===== src/rtl/mem_port_arbiter.sv =====
// Arbitrates one single-port synchronous RAM between instruction fetch and load/store.
// Optional macro ARB_MMIO_EN: decode d_addr[31:28]==4'h2 as MMIO (halt register, zero loads).
module mem_port_arbiter #(
  parameter int XLEN         = 32,
  parameter int AW           = 20,
  parameter int STARVE_LIMIT = 4
) (
  input  logic            clock,
  input  logic            reset,
  input  logic            if_req,
  input  logic [XLEN-1:0] if_addr,
  output logic            if_ready,
  output logic            if_valid,
  output logic [XLEN-1:0] if_rdata,
  input  logic            d_req,
  input  logic            d_we,
  input  logic [XLEN-1:0] d_addr,
  input  logic [XLEN-1:0] d_wdata,
  output logic            d_ready,
  output logic            d_valid,
  output logic [XLEN-1:0] d_rdata,
  output logic            ram_en,
  output logic            ram_we,
  output logic [AW-1:0]   ram_addr,
  output logic [XLEN-1:0] ram_wdata,
  input  logic [XLEN-1:0] ram_rdata,
  output logic            halt
);

  // Handshake: a request is held with its address until ready=1 in the same cycle;
  // the matching valid pulses exactly one cycle later, carrying the RAM read data.
  logic [3:0]      starve_cnt;
  logic            force_i, grant_d, grant_i, d_ram, d_mmio;
  logic            i_pend, d_pend, d_ld_ram, d_ld_zero;
  logic [XLEN-1:0] if_hold, d_hold;
  logic            unused_bits;

  assign unused_bits = ^{if_addr[0], if_addr[XLEN-1:AW+1], d_addr[0], d_addr[XLEN-1:AW+1]};

`ifdef ARB_MMIO_EN
  logic halt_q;
  assign d_mmio = (d_addr[31:28] == 4'h2);
  assign halt   = halt_q;
`else
  assign d_mmio = 1'b0;
  assign halt   = 1'b0;
`endif

  always_comb begin
    force_i   = if_req && (starve_cnt >= 4'(STARVE_LIMIT));
    grant_d   = d_req && !force_i;
    // An MMIO data access leaves the RAM free, so fetch may take it in the same cycle.
    grant_i   = if_req && (!grant_d || d_mmio);
    d_ram     = grant_d && !d_mmio;
    ram_en    = d_ram || grant_i;
    ram_we    = d_ram && d_we;
    ram_addr  = '0;
    ram_wdata = '0;
    if (d_ram) begin
      ram_addr  = d_addr[AW:1];
      ram_wdata = d_wdata;
    end else if (grant_i) begin
      ram_addr  = if_addr[AW:1];
    end
    if_ready  = grant_i;
    d_ready   = grant_d;
  end

  always_ff @(posedge clock) begin
    if (reset) begin
      starve_cnt <= '0;
      i_pend     <= 1'b0;
      d_pend     <= 1'b0;
      d_ld_ram   <= 1'b0;
      d_ld_zero  <= 1'b0;
      if_hold    <= '0;
      d_hold     <= '0;
    end else begin
      if (!if_req || grant_i)
        starve_cnt <= '0;
      else if (starve_cnt != 4'd15)
        starve_cnt <= starve_cnt + 4'd1;
      i_pend    <= grant_i;
      d_pend    <= grant_d;
      d_ld_ram  <= d_ram && !d_we;
      d_ld_zero <= grant_d && d_mmio && !d_we;
      if (i_pend)
        if_hold <= ram_rdata;
      if (d_ld_ram)
        d_hold <= ram_rdata;
      else if (d_ld_zero)
        d_hold <= '0;
    end
  end

`ifdef ARB_MMIO_EN
  always_ff @(posedge clock) begin
    if (reset)
      halt_q <= 1'b0;
    else if (grant_d && d_mmio && d_we && d_addr[31:0] == 32'h2000_0000 && d_wdata[31:0] == 32'd1)
      halt_q <= 1'b1;
  end
`endif

  // Read data is presented straight from the RAM in the valid cycle and held afterwards.
  assign if_valid = i_pend;
  assign if_rdata = i_pend ? ram_rdata : if_hold;
  assign d_valid  = d_pend;
  assign d_rdata  = d_ld_ram ? ram_rdata : (d_ld_zero ? '0 : d_hold);

endmodule


===== config.mk =====
export PLATFORM = sky130hd
export DESIGN_NAME = mem_port_arbiter
export DESIGN_NICKNAME = d
export VERILOG_FILES = /design/src/rtl/mem_port_arbiter.sv
export SDC_FILE = /design/constraint.sdc
export NUM_CORES = 1
export LEC_CHECK = 0
export BUFFER_PORTS_ARGS = -buffer_cell sky130_fd_sc_hd__buf_2
export CORE_MARGIN = 5
export CORE_UTILIZATION = 30
export CTS_CLUSTER_SIZE = 14
export DETAILED_ROUTE_END_ITERATION = 6
export HOLD_SLACK_MARGIN = 0.05
export PLACE_DENSITY_LB_ADDON = 0.2
export SYNTH_ARGS = -nofsm -noshare
export SYNTH_HDL_FRONTEND = slang
export SYNTH_SLANG_ARGS = --single-unit

===== constraint.sdc =====
create_clock -name clock -period 1.3 [get_ports clock]
set_clock_uncertainty 0.05 [all_clocks]
set_input_delay 0.195 -clock clock [delete_from_list [all_inputs] [get_ports clock]]
set_output_delay 0.195 -clock clock [all_outputs]
set_load 0.05 [all_outputs]

# After elaboration in Yosys (flattened, before gate mapping)
# Cells that the tools add are included.
# word_totals
latchBits	0
output_inout_bits	123
elab_cells	26
romBits	0
ramBits	0
input_bits	133
reg_bits	71
n_memories	0
# op_classes
bitwise_logic	0
eq_ne	1
muxes	5
n_div	0
order_cmp	1
shift	0
add_sub_neg	1
reduce_logical	12
n_mul	0
# op_table
operator	n
$mux W32	3
$mux W20	2
$logic_and A1 B1 Y1	5
$add A4 B1 Y4 const B	1
$ge A4 B3 Y1 const B	1
$logic_not A1 Y1	4
$ne A4 B4 Y1 const B	1
$logic_or A1 B1 Y1	2
$reduce_or A2 Y1	1

# Depth between registers and ports, before layout
# Gate-level depths: netlist (run 1).
# logic_depth
depth_word	8
ltp_mapped	5
mapped_depth_nobuf	4

# Least setup slack after synthesis (run 1)
# OpenSTA, ideal clock, no wires.
# synth_path
path_type	reg-to-output
start	reg starve_cnt[3]
end	out ram_addr[0]
arrival_time_ps	1747
slack_ps	-692
required_ps	1055
path_stages_with_launch	5
cell_sequence	dfxtp_1 o21ai_4 nand2_2 inv_2 o21ai_0
# synth_via
elab_chain_len	8
# synth_lines
item	line_no	source
start: declaration	32	logic [3:0] starve_cnt;
start signal: assignment	82	starve_cnt <= starve_cnt + 4'd1;
$ge A4 B3 Y1 *	50	force_i = if_req && (starve_cnt >= 4'(STARVE_LIMIT));
$logic_and A1 B1 Y1 *	50	
$logic_not A1 Y1 *	51	grant_d = d_req && !force_i;
$logic_and A1 B1 Y1 *	51	
$logic_not A1 Y1	53	grant_i = if_req && (!grant_d || d_mmio);
$logic_and A1 B1 Y1	53	
$mux W20	62	end else if (grant_i) begin
$mux W20 *	59	if (d_ram) begin
end: declaration	24	output logic [AW-1:0] ram_addr,
# Mark *: on every way between the ends. The rest lies on a longest branch, timed or not.

# Worst setup path after layout (run 1)
# layout_path
start	reg starve_cnt[3]
end	out ram_addr[11]
# The elaborated chain is that of the path after synthesis.

==> results of run 1 <==
path summary, 6_finish.rpt:
path	from	to	depth (start not counted)
worst min register to register	starve_cnt[3]$_SDFFE_PP0P_	starve_cnt[2]$_SDFFE_PP0P_	2
worst min-delay path	d_req	starve_cnt[2]$_SDFFE_PP0P_	3
worst max-delay path	starve_cnt[3]$_SDFFE_PP0P_	ram_addr[11]	7
worst max register to register	if_valid$_SDFF_PP0_	if_hold[10]$_SDFF_PP0_	6
cells by family after synthesis:
logic type	count (synthesis)	share of synthesized area [%]
AOI/OAI and AO/OA	21	3.28
xor gates and xnor gates	1	0.247
adders and majority gates	1	0.352
buffers and inverters	32	5.74
DFF	71	40.0
muxes	65	26.5
other	1	0.106
and+or+nand+nor	149	23.8
routing by layer:
layer  track usage [%]  vias up  share of wire [%]
li1                  -     1667                  -
met1              19.6     1666                 39
met2              31.5      118                 53
met3              5.83       17                6.5
met4              3.48        0                1.2
met5                 0        -                  0
what timing repair did:
item | CTS | global route
gates cloned | 5 | 4
pin swaps | 1 | 1
setup endpoints to repair | 120 | 143
resized for setup | 271 | 49
hold buffers | 1 | 0
buffers inserted | 13 | 15
endpoints found under the hold margin | 1 | 0
cell usage after synthesis:
| library cell | number | area, um2 |
|---|---|---|
| clkbuf_1 | 15 | 56.3 |
| o21ai_0 | 2 | 10.0 |
| buf_1 | 1 | 3.75 |
| or2_2 | 1 | 6.26 |
| buf_6 | 10 | 113 |
| ha_1 | 1 | 12.5 |
| nor2b_1 | 64 | 400 |
| nand2_1 | 21 | 78.8 |
| buf_2 | 4 | 20.0 |
| nand2b_1 | 1 | 6.26 |
| mux2i_1 | 1 | 10.0 |
| nand3_1 | 21 | 105 |
| buf_4 | 1 | 7.51 |
| o21ai_1 | 18 | 90.1 |
| and3_1 | 33 | 206 |
| xnor2_1 | 1 | 8.76 |
| mux2_2 | 8 | 90.1 |
| dfxtp_1 | 71 | 1420 |
| nand2_2 | 1 | 6.26 |
| nor3_1 | 3 | 15.0 |
| mux2_4 | 56 | 841 |
| nor2_1 | 2 | 7.51 |
| conb_1 | 1 | 3.75 |
| o21ai_4 | 1 | 16.3 |
| inv_2 | 1 | 3.75 |
| nor4_1 | 1 | 6.26 |
| and2_1 | 1 | 6.26 |
registers in the layout, indices dropped and copies added, names as in the netlist:
signal	flops
starve_cnt	4
d_valid	1
d_hold	32
if_hold	32
if_valid	1
d_ld_ram	1
worst register-to-register path: cells and delay by family (launching register included):
family	cells	cell delay, ns
DFF	1	0.37
buffers and inverters	4	0.48
muxes	1	0.33
and+or+nand+nor	1	0.11
stage by stage:
step	util (%)	total power, W	cell area, um2	cells	TNS (ns)
final	61.0	0.00724	7030	750	-46.65
after global routing	61.0	0.00754	7030	750	-53.51
after CTS	58.7	0.00722	6760	740	-48.91
after detailed placement	46.4	0.00435	5350	705	-11.95
after global placement	46.4	0.00432	5350	705	-10.55
after floorplan	-	0.00386	4010	342	-7.34
power by group through the flow:
stage / sequential [W] / clock, W / combinational (W)
floorplan: 0.00233 / 0 / 0.00153
global placement: 0.00232 / 0 / 0.00200
detailed placement: 0.00233 / 0 / 0.00202
CTS: 0.00228 / 0.00245 / 0.00249
global route: 0.00229 / 0.00255 / 0.00270
finish: 0.00228 / 0.00238 / 0.00259
cell type report:
cell class                      instances  area, um2
Timing Repair Buffer                  280       2740
Clock inverter                          6       61.3
Multi-Input combinational cell        239       2370
Tap cell                              143        179
Fill cell                             916       4490
Sequential cell                        71       1430
Clock buffer                           10        229
Inverter                                1       11.3
==> results.sh, run 1 <==
export IMPL_worst_slack_ns=-0.472
export IMPL_finalSetupViolations=125
export IMPL_drive_gt1_share_pct=70.0
export IMPL_cts_root_buf="clkbuf_16"
export IMPL_violations="setup timing"
export IMPL_cp_slowest_cell="dfxtp_2"
export IMPL_max_freq_mhz=564
export IMPL_detailed_place_hpwl_um=8670
export IMPL_crit_chain="o21ai_4 -> buf_6 -> nand2_4 -> inv_8 -> clkbuf_16 -> o21ai_4 -> buf_6"
export IMPL_seq_area_frac_synth_pct=40.0
export IMPL_worstPathMaxFanout=6
export IMPL_layout_commonest_cell="buf_2"
export IMPL_drcViolationCount=0
export IMPL_internal_power_w=0.00488
export IMPL_grt_max_degree=41
export IMPL_place_gp_congestion=0.824
export IMPL_port_buffers=230
export IMPL_r2r_setup_slack_ns=-0.14
export IMPL_path_clk_slew_ns=0.06
export IMPL_cts_buffers_inserted=9
export IMPL_fin_crit_ns=1.77
export IMPL_insertion_delay_ns=0.32
export IMPL_clkPwrFrac_pct=32.8
export IMPL_first_global_vias=3827
export IMPL_hold_viol=0
export IMPL_peakVddDrop_uv=550
export IMPL_synthDistinctLibCells=27
export IMPL_start_util_pct=30.8
export IMPL_rsz0062_at_grt="true"
export IMPL_switchingPower_w=0.00237
export IMPL_vias=3468
export IMPL_ios=256
export IMPL_slowest_delay_ns=0.33
export IMPL_drtAntennaViolNets=0
export IMPL_hold_path_class="primary input to register"
export IMPL_cts_buffer_depth=2
export IMPL_row_count=39
export IMPL_cap_violations=0
export IMPL_wl_per_cell_um=16.9
export IMPL_path_class="register to output port"
export IMPL_synth_avg_cell_area_um2=10.4
export IMPL_synth_cells=341
export IMPL_grt_util_all_layers_pct=17.3
export IMPL_path_delay_family="buffers and inverters"
export IMPL_viasPerCell=4.62
export IMPL_antenna_found_initial=0
export IMPL_p_leak_nw=3.24
export IMPL_diodes=0
export IMPL_ys_warn_count=0
export IMPL_final_nets=736
export IMPL_overflow=0
export IMPL_comb_power_share_pct=35.7
export IMPL_switching_share_pct=32.7
export IMPL_h_tree_depth=3
export IMPL_status="finished with violations"
export IMPL_path_buf_inv=4
export IMPL_arrival_ns=1.53
export IMPL_maxSlewViolCount=0
export IMPL_die_height_um=119
export IMPL_crit_required_ns=1.05
export IMPL_dr_first_iter_drc_count=130
export IMPL_cts_tree="yes"
export IMPL_numClockSinks=71
export IMPL_power_frac_seq_pct=31.5
export IMPL_dieWidth_um=119
export IMPL_core_um2=11500
export IMPL_wl_um=12700
export IMPL_die_area_um2=14100
export IMPL_grt_pass1_wl_um=19800
export IMPL_netlist_area_um2=3550
export IMPL_power_density_nw_per_um2=1030
export IMPL_setup_worst_path_end_class="output port"
export IMPL_drt_pass1_iterations=4
export IMPL_layout_common_cells="110 x buf_2, 101 x buf_6, 67 x dfxtp_1"
export IMPL_area_growth_pct=97.9
export IMPL_start_kind="register"
export IMPL_ys_ff_latch=71
export IMPL_whs_ns=0.141
export IMPL_pre_cts_slack_ns=-0.233
export IMPL_finalCritPeriodShare_pct=136
Note: power is estimated with default switching activity, not from simulation.
==> run 2: changes to the inputs <==
--- a/config.mk
+++ b/config.mk
@@ -13,3 +13,3 @@
 export HOLD_SLACK_MARGIN = 0.05
-export PLACE_DENSITY_LB_ADDON = 0.2
+export PLACE_DENSITY_LB_ADDON = 0.15
 export SYNTH_ARGS = -nofsm -noshare
==> constraint.sdc (replaced) <==
create_clock -name clock -period 1.3 [get_ports clock]
set_clock_uncertainty 0.05 [all_clocks]
set_input_delay 0 -clock clock [delete_from_list [all_inputs] [get_ports clock]]
set_output_delay 0 -clock clock [all_outputs]
set_load 0.05 [all_outputs]
==> results.sh, run 2 (synthesis results as in run 1) <==
export IMPL_cts_buffers_inserted=9
export IMPL_layout_commonest_cell="buf_2"
export IMPL_final_util_pct=62.8
export IMPL_numClockSinks=71
export IMPL_crit_start="starve_cnt[2]$_SDFFE_PP0P_"
export IMPL_cts_buffer_depth=2
export IMPL_wl_per_cell_um=18.0
export IMPL_ios=256
export IMPL_drcViolationCount=0
export IMPL_hold_viol=0
export IMPL_viasPerCell=4.60
export IMPL_h_tree_depth=3
export IMPL_layout_common_cells="110 x buf_2, 104 x buf_6, 67 x dfxtp_1"
export IMPL_arrival_ns=1.54
export IMPL_place_gp_congestion=0.846
export IMPL_fin_crit_ns=1.59
export IMPL_fin_area_um2=7240
export IMPL_violations="setup timing"
export IMPL_status="finished with violations"
export IMPL_worst_slack_ns=-0.289
export IMPL_rsz0062_at_grt="true"
export IMPL_drtAntennaViolNets=0
export IMPL_peakVddDrop_uv=546
export IMPL_crit_path_end="ram_we"
export IMPL_final_nets=764
export IMPL_max_freq_mhz=629
export IMPL_start_util_pct=30.8
export IMPL_r2r_start="if_valid$_SDFF_PP0_"
export IMPL_antenna_found_initial=0
export IMPL_hold_path_class="primary input to register"
export IMPL_p_leak_nw=3.38
export IMPL_cts_root_buf="clkbuf_16"
export IMPL_setup_worst_path_end_class="output port"
export IMPL_path_clk_slew_ns=0.05
export IMPL_core_um2=11500
export IMPL_reg2reg_depth=5
export IMPL_overflow=0
export IMPL_grt_util_all_layers_pct=18.2
export IMPL_cap_violations=0
export IMPL_dr_first_iter_drc_count=126
export IMPL_die_height_um=119
export IMPL_port_buffers=230
export IMPL_cp_slowest_cell="dfxtp_2"
export IMPL_reg2reg_to="if_hold[17]$_SDFF_PP0_"
export IMPL_grt_max_degree=55
export IMPL_area_growth_pct=104
export IMPL_path_class="register to output port"
export IMPL_wl_um=14000
export IMPL_row_count=39
export IMPL_dpl_instance_area_um2=5000
export IMPL_r2r_setup_slack_ns=-0.04
export IMPL_insertion_delay_ns=0.32
export IMPL_power_density_nw_per_um2=994
export IMPL_cts_tree="yes"
export IMPL_maxSlewViolCount=0
export IMPL_dieWidth_um=119
export IMPL_crit_chain="o21ai_4 -> buf_8 -> clkbuf_16 -> and3_1 -> buf_6"
export IMPL_grt_pass1_wl_um=20700
export IMPL_finalCritPeriodShare_pct=122
export IMPL_slowest_delay_ns=0.33
export IMPL_drive_gt1_share_pct=64.3
export IMPL_crit_required_ns=1.25
export IMPL_finalSetupViolations=125
export IMPL_vias=3581
export IMPL_largest_registers="d_hold: 32 flops, if_hold: 32 flops, starve_cnt: 4 flops"
export IMPL_start_kind="register"
export IMPL_drt_pass1_iterations=6
export IMPL_diodes=0
export IMPL_detailed_place_hpwl_um=8390
export IMPL_worstPathMaxFanout=6
export IMPL_first_global_vias=3862
export IMPL_die_area_um2=14100
-- run 2: how the worst min path moves through the flow --
stage | from | to | depth (start not counted) | slack, ns
after detailed placement | d_we | d_ld_ram$_SDFF_PP0_ | 2 | 0.14
after global placement | d_we | d_ld_ram$_SDFF_PP0_ | 2 | 0.14
after floorplan | d_we | d_ld_ram$_SDFF_PP0_ | 1 | 0.03
after CTS | if_req | if_valid$_SDFF_PP0_ | 6 | 0.15
after global routing | if_req | if_valid$_SDFF_PP0_ | 6 | 0.18
final | if_req | if_valid$_SDFF_PP0_ | 6 | 0.18
-- run 2: per-stage QoR --
step	TNS (ns)	instances	hold slack [ns]	setup slack, ns	total power, W
3_3_place_gp	0	699	0.143	0.0163	0.00421
6_report	-25.47	778	0.178	-0.289	0.00719
4_1_cts	-28.75	777	0.148	-0.299	0.00716
3_5_place_dp	-0.110	699	0.140	-0.0339	0.00422
2_1_floorplan	-7.02	342	0.0293	-0.240	0.00373
5_1_grt	-32.42	778	0.184	-0.355	0.00748
-- run 2: critical path: cells and delay by family (launching register included) --
family / cells / cell delay (ns)
buf+inv: 3 / 0.50
simple gates: 1 / 0.17
flops: 1 / 0.33
compound gates: 1 / 0.21
-- run 2: metal layers --
metal	track usage (%)	part of all wire, %	up-vias
met5	0	0	-
met4	8.33	2.5	0
met3	5.73	7.1	25
met2	31.5	51	160
met1	20.5	40	1666
li1	-	-	1730
-- run 2: area by class of cell --
| class | instances | area (um2) |
|---|---|---|
| multi-input cells | 239 | 2280 |
| clock inverters | 3 | 17.5 |
| repair buffers | 308 | 3060 |
| well taps | 143 | 179 |
| inverters | 1 | 11.3 |
| fillers | 868 | 4280 |
| clock buffers | 13 | 260 |
| flip-flops and latches | 71 | 1430 |
-- run 2: repair_timing --
item / in CTS / in global routing
endpoints found under the hold margin: 66 / 0
resized for setup: 287 / 67
setup buffers: 19 / 6
endpoints found under the setup margin: 119 / 140
pin swaps: 0 / 8
gates cloned: 8 / 6
hold buffers: 35 / 0
-- run 2: report_power, final --
group	internal, W	switching (W)
Combinational	0.00117	0.00146
Clock	0.00139	0.000895
Sequential	0.00225	0.0000284
